===== src/rtl/router_fsm.sv =====
// rtl/router_fsm.sv - 1x3 router packet controller: address decode, header/payload/parity sequencing, busy stall.
// Define ROUTER_FSM_BUSY_REG_EN to register busy from the next-state decode instead of decoding it combinationally.
module router_fsm #(
    parameter int ADDR_W   = 2,
    parameter int NUM_DEST = 3
) (
    input  logic              clk,
    input  logic              rst,
    input  logic              pkt_valid,
    input  logic [ADDR_W-1:0] din,
    input  logic              fifo_full,
    input  logic              fifo_empty_0,
    input  logic              fifo_empty_1,
    input  logic              fifo_empty_2,
    input  logic              softrst_0,
    input  logic              softrst_1,
    input  logic              softrst_2,
    input  logic              parity_done,
    input  logic              low_pkt_valid,
    output logic              detect_add,
    output logic              lfd_state,
    output logic              ld_state,
    output logic              laf_state,
    output logic              full_state,
    output logic              write_enb_reg,
    output logic              rst_int_reg,
    output logic              busy
);

    typedef enum logic [2:0] {
        DA  = 3'd0,
        LFD = 3'd1,
        LD  = 3'd2,
        WTE = 3'd3,
        FFS = 3'd4,
        LAF = 3'd5,
        LP  = 3'd6,
        CPE = 3'd7
    } state_t;

    state_t              state;
    state_t              next_state;
    logic [ADDR_W-1:0]   addr_q;
    logic [NUM_DEST-1:0] empty_vec;
    logic [NUM_DEST-1:0] softrst_vec;
    logic                din_ok;
    logic                din_empty;
    logic                sel_empty;
    logic                sel_softrst;

    assign empty_vec   = {fifo_empty_2, fifo_empty_1, fifo_empty_0};
    assign softrst_vec = {softrst_2, softrst_1, softrst_0};
    assign din_ok      = (din != {ADDR_W{1'b1}});

    function automatic logic busy_of(input state_t s);
        return (s == LFD) || (s == WTE) || (s == FFS) ||
               (s == LAF) || (s == LP)  || (s == CPE);
    endfunction

    // Address 3 has no FIFO, so both selectors fall to 0 for it.
    always_comb begin
        din_empty = 1'b0;
        case (din)
            2'd0:    din_empty = empty_vec[0];
            2'd1:    din_empty = empty_vec[1];
            2'd2:    din_empty = empty_vec[2];
            default: din_empty = 1'b0;
        endcase
    end

    always_comb begin
        sel_empty   = 1'b0;
        sel_softrst = 1'b0;
        case (addr_q)
            2'd0: begin
                sel_empty   = empty_vec[0];
                sel_softrst = softrst_vec[0];
            end
            2'd1: begin
                sel_empty   = empty_vec[1];
                sel_softrst = softrst_vec[1];
            end
            2'd2: begin
                sel_empty   = empty_vec[2];
                sel_softrst = softrst_vec[2];
            end
            default: begin
                sel_empty   = 1'b0;
                sel_softrst = 1'b0;
            end
        endcase
    end

    always_ff @(posedge clk or negedge rst) begin
        if (!rst) begin
            state  <= DA;
            addr_q <= '0;
        end else begin
            state <= next_state;
            if (state == DA && pkt_valid && din_ok)
                addr_q <= din;
        end
    end

    always_comb begin
        next_state = state;
        case (state)
            DA: begin
                if (pkt_valid && din_ok)
                    next_state = din_empty ? LFD : WTE;
            end
            LFD: next_state = LD;
            LD: begin
                if (fifo_full)
                    next_state = FFS;
                else if (!pkt_valid)
                    next_state = LP;
            end
            FFS: begin
                if (!fifo_full)
                    next_state = LAF;
            end
            LAF: begin
                if (parity_done)
                    next_state = DA;
                else if (low_pkt_valid)
                    next_state = LP;
                else
                    next_state = LD;
            end
            LP:  next_state = CPE;
            CPE: next_state = fifo_full ? FFS : DA;
            WTE: begin
                if (sel_empty)
                    next_state = LFD;
            end
            default: next_state = DA;
        endcase
        // A read timeout on the selected FIFO abandons the packet from anywhere but DA.
        if (state != DA && sel_softrst)
            next_state = DA;
    end

    assign detect_add    = (state == DA);
    assign lfd_state     = (state == LFD);
    assign ld_state      = (state == LD);
    assign laf_state     = (state == LAF);
    assign full_state    = (state == FFS);
    assign write_enb_reg = (state == LD) || (state == LP) || (state == LAF);
    assign rst_int_reg   = (state == CPE);

`ifdef ROUTER_FSM_BUSY_REG_EN
    always_ff @(posedge clk or negedge rst) begin
        if (!rst)
            busy <= 1'b0;
        else
            busy <= busy_of(next_state);
    end
`else
    assign busy = busy_of(state);
`endif

endmodule


===== config.mk =====
export PLATFORM = sky130hd
export DESIGN_NAME = router_fsm
export DESIGN_NICKNAME = d
export VERILOG_FILES = /design/src/rtl/router_fsm.sv
export SDC_FILE = /design/constraint.sdc
export NUM_CORES = 1
export LEC_CHECK = 0
export ABC_AREA = 1
export CAP_MARGIN = 20
export CORE_AREA = 4 4 41 43
export DETAILED_ROUTE_END_ITERATION = 12
export DIE_AREA = 0 0 45 47
export GPL_TIMING_DRIVEN = 0
export PLACE_DENSITY = 0.83
export SETUP_SLACK_MARGIN = 0.5
export SLEW_MARGIN = 30
export SYNTH_ARGS = -nofsm -noshare
export SYNTH_HDL_FRONTEND = slang
export SYNTH_SLANG_ARGS = --single-unit

===== constraint.sdc =====
create_clock -name clk -period 1.9 [get_ports clk]
set_input_delay 0.475 -clock clk [delete_from_list [all_inputs] [get_ports clk]]
set_output_delay 0.475 -clock clk [all_outputs]
set_load 0.01 [all_outputs]

==> key figures <==
Worst setup path
  • WP depth: 5
  • Most common cell on crit path: buf_6
  • Delay-heaviest family, CP: flip-flops
  • Critical path arrival: 1.23 ns
  • Slowest cell on crit path: dfrtp_1
  • Crit Path Category: reg2out
  • Crit. Startpoint: state[1]
  • Crit-path max cell delay: 0.39 ns
  • Endpoint class of the critical path: primary output
  • WP buf/inv: 3
  • Worst-path maximum fanout: 5
  • FF-to-FF path depth: 11
  • Worst r2r src: state[0]
  • Crit path cell chain: buf_6, nand2_4, inv_2, or2_4, buf_6
  • Startpoint types: flop
  • Crit path required time: 1.42 ns

Outcome
  • Status: complete, no violations

Job
  • Max cap viols: 0

Clock tree
  • CTS tree: done
  • Clock tree buffer depth: 2
  • H-tree depth: 1
  • Clock Latency Late Sink: 0.25 ns
  • Reg clk slew, reported paths: 0.04 ns
  • Hold-fix buffers, CTS: 0
  • Num CTS Buffers: 3
  • Clk root buf: clkbuf_4
  • CTS Sinks: 5

GRT
  • Number of global-route vias before repair: 710
  • Grt ovf: 0
  • Initial antenna violation count: 0
  • First-pass GRT wire length: 2.82 mm
  • Total Routing Usage GR: 18.3%
  • Largest net degree at the start of global routing: 7

Synth
  • Synth warn: 0
  • Distinct cells, synth: 15
  • Post-synth top cells: 25 x nand2_1, 17 x nor2_1, 14 x nand3_1, 12 x inv_1, 5 x dfrtp_1
  • Mapped Cells: 88
  • Sequential fraction of the synthesis area: 25.0%
  • Cell area after synthesis: 500 um2
  • Primary FF master, synth: dfrtp_1
  • Net count after synthesis: 102
  • Most frequent cell after synthesis: nand2_1
  • Post-synthesis async set-or-reset flop share: 100%
  • Ranking of synthesized cells by area: dfrtp_1 25%, nand2_1 19%, nand3_1 14%
  • Top-area cell type share of the netlist area: 25.0%
  • EDFF count, synth: 0
  • Area leader, netlist: dfrtp_1
  • Syn avg cell area: 5.69 um2
  • Yosys reg bits: 5

Placement
  • Placed cell area: 734 um2
  • Pre-CTS setup slack: 0.0327 ns
  • Placed Cells: 124
  • Port Buffers: 21
  • DPL Wire Length: 1.03 mm
  • GPL Wtd Cong: 0.847

Die
  • Placeable Area: 1300 um2
  • Total I/O pin count: 22
  • Die X: 45 um
  • Row cnt: 13
  • Starting Density: 38.5%
  • Vert. Die Dim: 47 um
  • Die footprint: 2120 um2

Pwr
  • Leakage Power: 0.559 nW
  • Pwr Density: 1600 nW/um2
  • Max VDD drop: 861 uV
  • Overall power: 1.61 mW

Detailed routing
  • Residual DRC: 0
  • Average wire per standard cell: 12.4 um
  • Total Wirelength: 1.85 mm
  • DR vias: 751
  • DRT iter0 DRCs: 11
  • Vias per cell: 5.04
  • Drt pass-1 iters: 4
  • Post-route ant nets: 0

Timing
  • Skew final: 0.00451 ns
  • Final WS setup: 0.198 ns
  • Maximum clock frequency: 587 MHz
  • Final setup TNS: 0 ns
  • Max transition margin: 82.9%
  • Final hold violation count: 0
  • Period utilization: 89.6%
  • Final Max Slew Viols: 0
  • Final setup fails: 0
  • RSZ-0062 raised after global routing: true
  • Worst Tran Pin Value: 0.256 ns
  • Fin crit period: 1.70 ns

Finish
  • # fillers: 106
  • Cell Count, Final, Fillers Out: 149
  • Share of cells above drive strength 1: 45.5%
  • Antenna diodes: 0
  • Final nets: 149
  • Layout area overhead: 100%
  • Final Cell Area: 1000 um2

Min path
  • Worst Hold Class: in2async
==> placed cells by master, fill, tap and decap left out, types with 3 or more instances in the layout <==
cell | Yosys | routed
buf_2 | 0 | 6
nor2_1 | 17 | 9
dlygate4sd2_1 | 0 | 3
inv_2 | 2 | 3
nor2_2 | 0 | 6
nand2_4 | 1 | 4
inv_1 | 12 | 9
clkdlybuf4s50_1 | 0 | 10
o21ai_0 | 4 | 4
nand2_1 | 25 | 22
buf_4 | 0 | 16
clkbuf_4 | 0 | 3
nand3_1 | 14 | 10
nand3_2 | 0 | 4
buf_6 | 1 | 7
dfrtp_1 | 5 | 3
==> state kept, by name, indices dropped and copies added (netlist names) <==
signal  count
addr_q      2
state       3
==> power by group <==
part           internal (mW)  switching, mW
clock                 0.0795         0.0450
combinational          0.622          0.639
sequential             0.163         0.0588
total                  0.865          0.742
==> area by class of cell <==
cell class | instances | area (um2) | share of cell area [%]
Sequential cell | 5 | 128 | 12.7
Timing Repair Buffer | 42 | 349 | 34.8
Multi-Input combinational cell | 68 | 409 | 40.8
Buffer | 1 | 11.3 | 1.12
Tap cell | 15 | 18.8 | 1.87
Clock buffer | 4 | 26.3 | 2.62
Inverter | 14 | 60.1 | 5.99
==> metrics by stage <==
step           hold WS (ns)  utilization [%]
5_1_grt               0.453             77.0
2_1_floorplan         0.179                -
6_report              0.446             77.0
4_1_cts               0.443             67.4
3_5_place_dp          0.602             56.4
3_3_place_gp          0.600             56.4
==> routing by layer <==
layer  part of all wire (%)  vias to the layer above  track usage [%]  wire (um)
li1                       -                      369                -          -
met1                     38                      339             17.0        706
met2                     51                       36             36.2        950
met3                    7.2                        7             5.36        133
met4                    3.1                        0             8.77         57
met5                      0                        -                0          0
==> final timing paths <==
path	to	slack, ns
hold reg to reg	addr_q[1]	0.68
hold / removal	state[1]	0.45
setup reg to reg	state[2]	0.44
min in group clk	addr_q[1]	0.65
max in group asynchronous	state[0]	1.25
setup / recovery	write_enb_reg	0.20
==> kinds of logic after synthesis <==
logic type	Yosys count	share of synthesized area (%)
AND/OR/NAND/NOR	62	53.5
buffers and inverters	15	12.7
flip-flops	5	25.0
AO/OA/AOI/OAI	6	8.75
==> worst register-to-register path: cells and delay by family, from the launching register on <==
| family | cells | cell delay (ns) |
|---|---|---|
| buffers and inverters | 3 | 0.38 |
| flip-flops | 1 | 0.45 |
| AND/OR/NAND/NOR | 8 | 0.52 |
==> timing repair <==
action	in CTS	in global routing
buffers inserted	12	8
endpoints found under the hold margin	0	0
setup endpoints to repair	10	13
pin swaps	4	10
gates cloned	1	0
gates resized for setup	47	25
Note: power is estimated with default switching activity, not from simulation.
